==> src/rtl/instr_seq_ctrl.sv <==
// Multi-cycle instruction sequencer: walks FETCH/DECODE/EXEC/MEM/WB, issues
// datapath strobes, counts retired instructions and traps illegal opcodes and memory timeouts.
module instr_seq_ctrl (
  input  logic        clk,
  input  logic        rst,
  input  logic        I_start,
  input  logic        I_stop,
  input  logic [6:0]  I_op,
  input  logic        I_mem_ready,
  input  logic        I_br_taken,
  output logic        O_ifetch,
  output logic        O_ir_load,
  output logic        O_dec_en,
  output logic        O_alu_en,
  output logic        O_mem_rd,
  output logic        O_mem_wr,
  output logic        O_reg_wr,
  output logic        O_pc_en,
  output logic        O_pc_sel,
  output logic        O_busy,
  output logic        O_illegal,
  output logic        O_timeout,
  output logic [15:0] O_instr_cnt
);

  typedef enum logic [2:0] {
    S_IDLE, S_FETCH, S_DECODE, S_EXEC, S_MEM, S_WB
  } state_t;

  localparam logic [6:0] OP_LOAD   = 7'b0000011;
  localparam logic [6:0] OP_STORE  = 7'b0100011;
  localparam logic [6:0] OP_IMM    = 7'b0010011;
  localparam logic [6:0] OP_REG    = 7'b0110011;
  localparam logic [6:0] OP_BRANCH = 7'b1100011;

  state_t      state_q, state_d;
  logic [15:0] cnt_q, cnt_d;
  logic [7:0]  wait_q, wait_d;
  logic [6:0]  op_q, op_d;
  logic        stop_q, stop_d;
  logic        illegal_q, illegal_d;
  logic        timeout_q, timeout_d;
  logic        retire;
  logic        stop_pend;
  logic        tmo_hit;

  always_ff @(posedge clk) begin
    if (rst) begin
      state_q   <= S_IDLE;
      cnt_q     <= '0;
      wait_q    <= '0;
      op_q      <= '0;
      stop_q    <= 1'b0;
      illegal_q <= 1'b0;
      timeout_q <= 1'b0;
    end else begin
      state_q   <= state_d;
      cnt_q     <= cnt_d;
      wait_q    <= wait_d;
      op_q      <= op_d;
      stop_q    <= stop_d;
      illegal_q <= illegal_d;
      timeout_q <= timeout_d;
    end
  end

  always_comb begin
    state_d   = state_q;
    op_d      = op_q;
    illegal_d = illegal_q;
    timeout_d = timeout_q;
    retire    = 1'b0;
    stop_pend = stop_q | I_stop;
    // A ready arriving on the 255th count still wins over the timeout.
    tmo_hit   = (state_q == S_FETCH || state_q == S_MEM) && !I_mem_ready && (wait_q == 8'hFF);
    case (state_q)
      S_IDLE: begin
        if (I_start && !illegal_q && !timeout_q) state_d = S_FETCH;
      end
      S_FETCH: begin
        if (I_mem_ready) state_d = S_DECODE;
        else if (tmo_hit) begin
          timeout_d = 1'b1;
          state_d   = S_IDLE;
        end
      end
      S_DECODE: state_d = S_EXEC;
      S_EXEC: begin
        op_d = I_op;
        case (I_op)
          OP_LOAD, OP_STORE: state_d = S_MEM;
          OP_IMM, OP_REG:    state_d = S_WB;
          OP_BRANCH:         retire  = 1'b1;
          default: begin
            illegal_d = 1'b1;
            state_d   = S_IDLE;
          end
        endcase
      end
      S_MEM: begin
        if (I_mem_ready) begin
          if (op_q == OP_STORE) retire = 1'b1;
          else state_d = S_WB;
        end else if (tmo_hit) begin
          timeout_d = 1'b1;
          state_d   = S_IDLE;
        end
      end
      S_WB:    retire = 1'b1;
      default: state_d = S_IDLE;
    endcase
    if (retire) state_d = stop_pend ? S_IDLE : S_FETCH;
    cnt_d  = cnt_q + {15'd0, retire};
    wait_d = ((state_q == S_FETCH || state_q == S_MEM) && state_d == state_q && !I_mem_ready)
             ? wait_q + 8'd1 : '0;
    stop_d = (state_q == S_IDLE || state_d == S_IDLE) ? 1'b0 : stop_pend;
  end

  always_comb begin
    O_ifetch  = 1'b0;
    O_ir_load = 1'b0;
    O_dec_en  = 1'b0;
    O_alu_en  = 1'b0;
    O_mem_rd  = 1'b0;
    O_mem_wr  = 1'b0;
    O_reg_wr  = 1'b0;
    O_pc_en   = 1'b0;
    O_pc_sel  = 1'b0;
    O_busy    = (state_q != S_IDLE);
    case (state_q)
      S_FETCH: begin
        O_ifetch  = !tmo_hit;
        O_mem_rd  = !tmo_hit;
        O_ir_load = I_mem_ready;
      end
      S_DECODE: O_dec_en = 1'b1;
      S_EXEC: begin
        O_alu_en = 1'b1;
        if (I_op == OP_BRANCH) begin
          O_pc_en  = 1'b1;
          O_pc_sel = I_br_taken;
        end
      end
      S_MEM: begin
        O_mem_wr = !tmo_hit && (op_q == OP_STORE);
        O_mem_rd = !tmo_hit && (op_q != OP_STORE);
        O_pc_en  = I_mem_ready && (op_q == OP_STORE);
      end
      S_WB: begin
        O_reg_wr = 1'b1;
        O_pc_en  = 1'b1;
      end
      default: ;
    endcase
  end

  assign O_illegal   = illegal_q;
  assign O_timeout   = timeout_q;
  assign O_instr_cnt = cnt_q;

endmodule
==> config.mk <==
export PLATFORM = sky130hd
export DESIGN_NAME = instr_seq_ctrl
export DESIGN_NICKNAME = d
export VERILOG_FILES = /design/src/rtl/instr_seq_ctrl.sv
export SDC_FILE = /design/constraint.sdc
export NUM_CORES = 1
export LEC_CHECK = 0
export ABC_AREA = 0
export BUFFER_PORTS_ARGS = -buffer_cell sky130_fd_sc_hd__buf_2
export CAP_MARGIN = 30
export CELL_PAD_IN_SITES_DETAIL_PLACEMENT = 0
export CELL_PAD_IN_SITES_GLOBAL_PLACEMENT = 1
export CORE_UTILIZATION = 42
export CTS_BUF_LIST = sky130_fd_sc_hd__clkbuf_8
export DETAILED_ROUTE_END_ITERATION = 10
export PLACE_DENSITY_LB_ADDON = 0.1
export SLEW_MARGIN = 20
export SYNTH_ARGS = -nofsm -noshare
export SYNTH_HDL_FRONTEND = slang
export SYNTH_SLANG_ARGS = --single-unit
==> constraint.sdc <==
create_clock -name clk -period 3.6 [get_ports clk]
set_clock_uncertainty 0.15 [all_clocks]
set_input_delay 0.72 -clock clk [delete_from_list [all_inputs] [get_ports clk]]
set_output_delay 0.72 -clock clk [all_outputs]
set_load 0.03 [all_outputs]
==> results.yml, run 1 <==
outcome:
  status: "completed"
layout:
  areaGrowthSynthToFinish_pct: 17.0
  drive_gt1_frac: 0.253
  multi_input_area_mm2: 0.00102
  fill_cells: 391
  diodes: 0
  final_util: 0.525
  register_area_um2: 741
  fin_nets: 260
cts:
  cts.path.max_buffers: 2
  clk_latency_ns: 0.29
  htree_levels: 2
  cts_sinks: 37
  cts_hold_buf: 0
  cts_tree: "built"
  ctsResizeCount: 0
  path_clk_slew_ns: 0.07
  cts_setup_buffers: 0
  cts_root_buf: "clkbuf_8"
  numCtsBuffers: 5
critical_path:
  r2r_cells: 10
  critPathLaunchType: "flop"
  arrival_ns: 2.82
  critPathSlowestCell: "or4b_4"
  r2r_setup_slack_ns: 0.78
  r2r_end: "O_instr_cnt[14]"
  cp-end-kind: "flop"
  critPathMostFrequentCell: "ha_1"
  critPathKind: "reg2reg"
  cp.required_ns: 3.61
  worst-path-max-fanout: 6
  crit_chain: "or4b_4 -> nor3_2 -> or3_4 -> ha_1 -> ha_1 -> and2_0 -> and3_1 -> nand3_1 -> xor2_1 -> nor2_1"
  crit-reg2reg-launch: "op_q[2]"
  max_stage_delay_ns: 0.56
logic_synthesis:
  synth.yosys.seq_area_share: 0.401
  synth_area_mm2: 0.00185
  syn_area_per_cell_um2: 9.00
  synth_flop_cell: "dfxtp_1"
  synth_common_cells: "nor2_1, dfxtp_1, xor2_1"
  synth_top_cell_by_area: "dfxtp_1"
  synth_edf_count: 0
  ys_warn_count: 0
  syn_nets: 221
  netlist_instances: 205
  yosysMostFrequentCell: "nor2_1"
  yosys_register_bits: 37
  netlist_top_cells_area: "dfxtp_1, nor2_1, xor2_1, mux2i_1, nand3_1"
  synth.distinct_cells: 52
  yosysTopAreaCellShare: 0.401
  synth-async-reset-ratio: 0
placement:
  dp_hpwl_mm: 2.96
  gp_congestion: 0.774
  port_buffers: 40
  pre_cts_ws_ns: 0.618
pwr:
  power_uw: 809
  ir_drop_mv: 0.236
  leakage_uw: 0.000964
  powerDensity_mw_per_mm2: 375
job:
  drv_cap: 0
floorplanning:
  io_pins: 41
  core_mm2: 0.00412
  die_area_mm2: 0.00466
  initial_utilization: 0.448
  fp.dieW_um: 68.3
  die_h_um: 68.3
  num_rows: 23
worst_hold_path:
  min_from: "O_timeout"
  min_to: "O_timeout"
  hold_path_depth: 2
  hold_path_class: "reg2reg"
global_routing:
  grt_pass1_vias: 1459
  grt_overflow: 0
  grt_use_total: 0.192
  grt_pass1_wl_mm: 6.53
  grt_max_degree: 32
  antenna_found_initial: 0
route:
  first_iter_violations: 52
  drcViolationCount: 0
  totalWireLength_mm: 4.02
  viasPerCell: 5.26
  ant_nets: 0
  wire_per_inst_um: 13.6
  via_count: 1552
  dr.pass1.iters: 4
timing:
  rsz0062_at_grt: "false"
  slew_viol_final: 0
  tightest_slew_ns: 0.584
  layout_min_cycle_time_ns: 2.82
  fmax_ghz: 0.355
  maxSlewHeadroom: 0.611
  finalSetupViolCount: 0
  setup_ws_ns: 0.782
  fin_tns_setup_ns: 0
  finalHoldViolCount: 0
  fin_crit_sh: 0.783
cells by family (layout without fill, tap and decap cells):
logic type	count (synthesis)	count (layout)	synth area share
flops	37	37	0.401
simple gates	97	97	0.292
fa+ha+maj	3	3	0.0203
compound gates	25	25	0.111
xor+xnor	21	21	0.0997
mux	6	6	0.0325
buf+inv	16	56	0.0434
area by class of cell:
cell class	instances	area share
clock inverters	1	0.00232
multi-input cells	152	0.475
repair buffers	40	0.0927
well taps	50	0.0290
flip-flops and latches	37	0.343
inverters	8	0.0139
clock buffers	7	0.0446
state kept, by name (all words and copies together) (netlist names):
name / flops
O_timeout: 1
O_instr_cnt: 16
stop_q: 1
O_illegal: 1
state_q: 3
op_q: 7
wait_q: 8
worst max-delay path: cells and delay by family (launching register included):
family,cells,cell delay [ns]
simple gates,7,1.70
fa+ha+maj,2,0.35
flops,1,0.32
xor+xnor,1,0.16
through the flow:
stage / area (µm²) / hold WS, ns / std cells
after floorplan: 1850 / 0.296 / 205
after global placement: 2060 / 0.309 / 287
after detailed placement: 2060 / 0.321 / 287
after CTS: 2160 / 0.331 / 295
after global routing: 2160 / 0.367 / 295
final: 2160 / 0.327 / 295
worst max-delay path by stage:
| stage | cells past startpoint | slack, ns | end | from |
|---|---|---|---|---|
| 2_1_floorplan | 11 | 0.85 | O_instr_cnt[14] | I_op[3] |
| 3_3_place_gp | 11 | 0.67 | O_instr_cnt[14] | I_op[3] |
| 3_5_place_dp | 11 | 0.62 | O_instr_cnt[14] | I_op[3] |
| 4_1_cts | 10 | 0.78 | O_instr_cnt[14] | op_q[2] |
| 5_1_grt | 10 | 0.60 | O_instr_cnt[14] | op_q[2] |
| 6_report | 10 | 0.78 | O_instr_cnt[14] | op_q[2] |
power breakdown:
part	switching, µW	total, µW	internal, µW
combinational	46.6	71.5	24.9
clock	143	316	173
sequential	7.76	421	413
total	197	809	611
routing by layer:
metal / up-vias / routed length (µm) / share of wire / GRT usage
met5: - / 0 / 0 / 0
met4: 0 / 48 / 0.012 / 0.0807
met3: 6 / 192 / 0.048 / 0.0583
met2: 38 / 1970 / 0.49 / 0.322
met1: 727 / 1810 / 0.45 / 0.225
li1: 781 / - / - / -
placed cells by master, fill, tap and decap left out, drive strengths merged, types with 5 or more instances in the layout:
master and count:
nand2 7, dfxtp 37, mux2i 6, nand3 12, inv 8, nor3 6
clkbuf 7, a21oi 8, nor2 39, xor2 15, buf 40, nor2b 5
xnor2 6, nand4 5
Note: power is estimated with default switching activity, not from simulation.
==> inputs of run 2 (changes only) <==
--- a/config.mk
+++ b/config.mk
@@ -5,12 +5,12 @@
 export SDC_FILE = /design/constraint.sdc
 export NUM_CORES = 1
 export LEC_CHECK = 0
-export ABC_AREA = 0
+export ABC_AREA = 1
 export BUFFER_PORTS_ARGS = -buffer_cell sky130_fd_sc_hd__buf_2
 export CAP_MARGIN = 30
 export CELL_PAD_IN_SITES_DETAIL_PLACEMENT = 0
 export CELL_PAD_IN_SITES_GLOBAL_PLACEMENT = 1
-export CORE_UTILIZATION = 42
+export CORE_UTILIZATION = 36
 export CTS_BUF_LIST = sky130_fd_sc_hd__clkbuf_8
 export DETAILED_ROUTE_END_ITERATION = 10
 export PLACE_DENSITY_LB_ADDON = 0.1
==> constraint.sdc (replaced) <==
create_clock -name clk -period 2.59 [get_ports clk]
set_clock_uncertainty 0.15 [all_clocks]
set_input_delay 0.518 -clock clk [delete_from_list [all_inputs] [get_ports clk]]
set_output_delay 0.518 -clock clk [all_outputs]
set_load 0.03 [all_outputs]
==> results.yml, run 2 <==
floorplanning:
  die_area_mm2: 0.00552
  fp.dieW_um: 74.3
  io_pins: 41
  die_h_um: 74.3
  num_rows: 25
  core_mm2: 0.00488
  initial_utilization: 0.386
layout:
  final_cell_mix: "inv_1, nand2_1, buf_2"
  diodes: 0
  multi_input_area_um2: 973
  final_util: 0.489
  fill_cells: 536
  drive_gt1_frac: 0.324
  register_area_um2: 744
  largest_reg_flops: 16
  fin_nets: 336
  areaGrowthSynthToFinish_pct: 26.7
timing:
  tightest_slew_ns: 0.461
  finalSetupViolCount: 0
  fmax_ghz: 0.423
  rsz0062_at_grt: "true"
  slew_viol_final: 0
  fin_crit_sh: 0.913
  layout_min_cycle_time_ns: 2.37
  holdWs_ns: 0.309
  finalHoldViolCount: 0
  maxSlewHeadroom: 0.693
logic_synthesis:
  syn_nets: 277
  yosysTopAreaCellShare: 0.394
  ys_warn_count: 0
  synth_flop_cell: "dfxtp_1"
  synth_edf_count: 0
  synth.distinct_cells: 30
  synth_area_mm2: 0.00188
  yosys_register_bits: 37
  synth.yosys.seq_area_share: 0.394
  synth_common_cells: "nand2_1, inv_1, dfxtp_1"
  netlist_instances: 261
  synth-async-reset-ratio: 0
  synth_top_cell_by_area: "dfxtp_1"
  syn_area_per_cell_um2: 7.21
  yosysMostFrequentCell: "nand2_1"
  netlist_top_cells_area: "dfxtp_1, nand2_1, inv_1, nor2_1, o21ai_0"
critical_path:
  crit-reg2reg-launch: "op_q[0]"
  r2r_end: "O_instr_cnt[12]"
  critPathLaunchType: "flop"
  critPathMostFrequentCell: "nand2_1"
  max_stage_delay_ns: 0.34
  r2r_setup_slack_ns: 0.22
  cp_top_family: "simple AND/OR/NAND/NOR gates"
  cp-end-kind: "flop"
  worst-path-max-fanout: 3
  r2r_cells: 17
  cp.required_ns: 2.63
  arrival_ns: 2.41
  critPathSlowestCell: "dfxtp_1"
  critPathKind: "reg2reg"
  crit_chain: "nand2_1 -> inv_1 -> nand2_1 -> nor2_1 -> nand3_2 -> nand3_4 -> ha_1 -> ha_1 -> nand2_1 -> nor3_2 -> nand2_1 -> nor3_2 -> nand2_2 -> nor2_2 -> nand3_1 -> nand2_1 -> a21oi_1"
  crit_buf_inv: 1
global_routing:
  use_met2: 0.277
  antenna_found_initial: 0
  grt_pass1_wl_mm: 7.02
  use_met3: 0.0583
  grt_use_total: 0.170
  grt_max_degree: 17
  grt_pass1_vias: 1623
  grt_overflow: 0
  gr-usage-met1: 0.206
  top_usage_layer: "met2"
worst_hold_path:
  hold_path_class: "reg2reg"
  min_from: "wait_q[0]"
  min_to: "wait_q[0]"
  hold_path_depth: 1
pwr:
  leakage_uw: 0.00112
  powerDensity_mw_per_mm2: 469
  ir_drop_mv: 0.227
placement:
  gp_congestion: 0.759
  port_buffers: 40
  dp_hpwl_mm: 3.17
cts:
  cts_root_buf: "clkbuf_8"
  cts_sinks: 37
  cts.path.max_buffers: 2
  numCtsBuffers: 5
  htree_levels: 2
  path_clk_slew_ns: 0.08
  clk_latency_ns: 0.29
  cts_tree: "built"
  cts_hold_buf: 0
route:
  wire_per_inst_um: 10.5
  dr.pass1.iters: 4
  via_count: 1732
  totalWireLength_mm: 4.08
  first_iter_violations: 92
  drcViolationCount: 0
  ant_nets: 0
  viasPerCell: 4.46
job:
  drv_cap: 0
outcome:
  status: "completed"
## run 2: cell count changes in the layout (fill, tap and decap cells not counted), moves of 6 or more
cell	previous run	this run
a21oi_1	8	16
buf_4	0	18
inv_1	8	40
mux2i_1	6	0
nand2_1	7	40
nor2_1	38	31
nor2_2	1	13
o21ai_0	2	17
xor2_1	15	6
## run 2: metal layers
| metal | vias to the layer above | routed length [µm] | part of all wire |
|---|---|---|---|
| met2 | 44 | 1860 | 0.46 |
| met4 | 0 | 57 | 0.014 |
| met3 | 4 | 250 | 0.061 |
| li1 | 941 | - | - |
| met5 | - | 0 | 0 |
| met1 | 743 | 1910 | 0.47 |
## run 2: layout make-up
cell class | instances | share of cell area
Tap cell | 67 | 0.0352
Clock inverter | 3 | 0.00787
Timing Repair Buffer | 57 | 0.139
Multi-Input combinational cell | 175 | 0.408
Inverter | 44 | 0.0693
Clock buffer | 5 | 0.0289
Sequential cell | 37 | 0.312
## run 2: how the worst max path moves through the flow
stage | startpoint | end | slack (ns) | depth (start not counted)
2_1_floorplan | I_op[3] | O_instr_cnt[12] | 0.02 | 16
3_3_place_gp | I_op[3] | O_instr_cnt[12] | -0.06 | 17
3_5_place_dp | I_op[4] | O_instr_cnt[12] | -0.17 | 17
4_1_cts | state_q[2] | O_mem_wr | 0.008 | 8
5_1_grt | op_q[0] | O_instr_cnt[14] | -0.01 | 16
6_report | op_q[0] | O_instr_cnt[12] | 0.22 | 17
## run 2: logic make-up after synthesis
logic type | share of synthesized area
and+or+nand+nor | 0.339
buffers and inverters | 0.104
DFF | 0.394
AOI/OAI and AO/OA | 0.101
xor gates and xnor gates | 0.0419
adders and majority gates | 0.0199
## run 2: through the flow
stage	TNS [ns]	setup slack (ns)	area, µm²	cells	total power, µW
4_1_cts	0	0.00754	2360	388	1130
2_1_floorplan	0	0.0152	1890	261	687
6_report	0	0.225	2380	388	1120
3_3_place_gp	-0.0808	-0.0613	2270	380	731
5_1_grt	-0.0181	-0.0143	2380	388	1180
3_5_place_dp	-0.333	-0.174	2270	380	731
## run 2: timing repair
action | CTS | global route
buffers inserted | 0 | 0
resized for setup | 0 | 9
setup endpoints to repair | 0 | 5
## run 2: power by group
part           leakage [µW]  switching (µW)  internal [µW]
registers          0.000300            7.76            576
clock network     0.0000416             215            186
logic              0.000774            85.1           48.4
==> inputs of run 3 (changes only) <==
--- a/config.mk
+++ b/config.mk
@@ -10,9 +10,10 @@
 export CAP_MARGIN = 30
 export CELL_PAD_IN_SITES_DETAIL_PLACEMENT = 0
 export CELL_PAD_IN_SITES_GLOBAL_PLACEMENT = 1
-export CORE_UTILIZATION = 36
+export CORE_UTILIZATION = 40
 export CTS_BUF_LIST = sky130_fd_sc_hd__clkbuf_8
 export DETAILED_ROUTE_END_ITERATION = 10
+export GPL_ROUTABILITY_DRIVEN = 0
 export PLACE_DENSITY_LB_ADDON = 0.1
 export SLEW_MARGIN = 20
 export SYNTH_ARGS = -nofsm -noshare
==> constraint.sdc (replaced) <==
create_clock -name clk -period 2.3 [get_ports clk]
set_clock_uncertainty 0.15 [all_clocks]
set_input_delay 0.46 -clock clk [delete_from_list [all_inputs] [get_ports clk]]
set_output_delay 0.46 -clock clk [all_outputs]
set_load 0.03 [all_outputs]
==> results.yml, run 3 (synthesis gave the netlist of run 2 again) <==
outcome:
  status: "finished, violations left"
  violations: "DRC, setup timing"
route:
  ant_nets: 0
  drcViolationCount: 6
  wire_per_inst_um: 11.3
  via_count: 1840
  totalWireLength_mm: 4.42
  first_iter_violations: 96
  viasPerCell: 4.72
  dr.pass1.iters: 7
placement:
  port_buffers: 40
  pre_cts_ws_ns: -0.216
  dp_hpwl_mm: 3.24
pwr:
  power_uw: 1290
  powerDensity_mw_per_mm2: 491
  ir_drop_mv: 0.379
  leakage_uw: 0.00126
cts:
  htree_levels: 2
  cts_hold_buf: 0
  cts_root_buf: "clkbuf_8"
  cts_sinks: 37
  cts_tree: "built"
  clk_latency_ns: 0.29
  numCtsBuffers: 5
  path_clk_slew_ns: 0.08
  cts.path.max_buffers: 2
floorplanning:
  die_area_mm2: 0.00498
  io_pins: 41
  fp.dieW_um: 70.6
  num_rows: 24
  core_mm2: 0.00444
  initial_utilization: 0.423
  die_h_um: 70.6
layout:
  drive_gt1_frac: 0.432
  areaGrowthSynthToFinish_pct: 39.2
  fin_nets: 353
  final_cell_mix: "buf_2, nand2_1, buf_4"
  diodes: 0
  final_common_cell: "buf_2"
  final_util: 0.589
  largest_reg_flops: 16
global_routing:
  use_met2: 0.299
  grt_overflow: 0
  grt_use_total: 0.192
  antenna_found_initial: 0
  grt_pass1_wl_mm: 7.57
  grt_max_degree: 17
  gr-usage-met1: 0.261
  grt_pass1_vias: 1680
  top_usage_layer: "met2"
  use_met3: 0.0456
critical_path:
  cp-end-kind: "flop"
  critPathSlowestCell: "dfxtp_2"
  r2r_cells: 14
  cp.required_ns: 2.33
  arrival_ns: 2.34
  cp-endpoint: "O_instr_cnt[10]"
  critPathLaunchType: "flop"
  r2r_end: "O_instr_cnt[10]"
  r2r_setup_slack_ns: -0.005
  worst-path-max-fanout: 3
  critPathKind: "reg2reg"
  worstSetupStartpoint: "op_q[3]"
  crit_chain: "nor2_2 -> nand2_2 -> nor2_2 -> nand3_2 -> nand3_4 -> ha_4 -> ha_4 -> nand2_4 -> nor3_4 -> nand2_1 -> nor3_2 -> nand2_1 -> o21ai_0 -> a21oi_2"
  max_stage_delay_ns: 0.34
  crit-reg2reg-launch: "op_q[3]"
timing:
  finalHoldViolCount: 0
  slew_viol_final: 0
  finalSetupViolCount: 2
  layout_min_cycle_time_ns: 2.30
  setup_ws_ns: -0.00493
  maxSlewHeadroom: 0.695
  fin_crit_sh: 1.00
  rsz0062_at_grt: "true"
  tightest_slew_ns: 0.458
  fmax_ghz: 0.434
job:
  drv_cap: 0
worst_hold_path:
  hold_path_class: "in2reg"
[run 3: cell types whose count changed in the layout (fill, tap and decap cells not counted), sizes merged]
cell,change
buf,+17
clkinv,+3
clkinvlp,-2
inv,-1
[run 3: how the worst min path moves through the flow]
stage / to / startpoint / depth (start not counted) / slack [ns]
2_1_floorplan: wait_q[0] / wait_q[0] / 1 / 0.28
3_3_place_gp: wait_q[0] / wait_q[0] / 1 / 0.29
3_5_place_dp: wait_q[0] / wait_q[0] / 1 / 0.30
4_1_cts: op_q[0] / I_op[0] / 3 / 0.25
5_1_grt: op_q[0] / I_op[0] / 3 / 0.26
6_report: op_q[0] / I_op[0] / 3 / 0.25
[run 3: metrics by stage]
step	TNS, ns	area (µm²)	std cells	hold WS [ns]
5_1_grt	-0.809	2620	390	0.259
6_report	-0.00587	2620	390	0.252
4_1_cts	0	2460	381	0.248
2_1_floorplan	-0.106	1940	261	0.278
3_3_place_gp	-0.378	2350	372	0.294
3_5_place_dp	-0.605	2350	372	0.298
[run 3: timing repair]
| item | CTS | global route |
|---|---|---|
| hold endpoints to repair | 0 | 0 |
| resized for setup | 3 | 32 |
| pin swaps | 2 | 12 |
| setup endpoints to repair | 3 | 11 |
| setup buffers | 1 | 9 |
[run 3: worst max-delay path, delay by kind of cell (launching register included)]
kind	cells	cell delay [ns]
AOI/OAI and AO/OA	2	0.29
adders and majority gates	2	0.29
and+or+nand+nor	10	1.11
DFF	1	0.34
[run 3: report_power, final]
part | internal (µW) | switching [µW] | total, µW
clock | 215 | 249 | 464
combinational | 63.1 | 103 | 166
sequential | 647 | 8.82 | 656
[run 3: cell type report]
class                      instances  area, µm²
tap                               52       65.1
sequential                        37        761
clock inverter                     3       22.5
multi-input combinational        175       1080
inverter                          44        165
fill                             436       1830
timing repair buffer              74        460
clock buffer                       5       68.8
[run 3: per-layer routing]
layer	wire length, µm	part of all wire	vias up
met5	0	0	-
met4	66	0.015	0
met3	208	0.047	6
met2	1950	0.44	37
met1	2200	0.50	821
li1	-	-	976
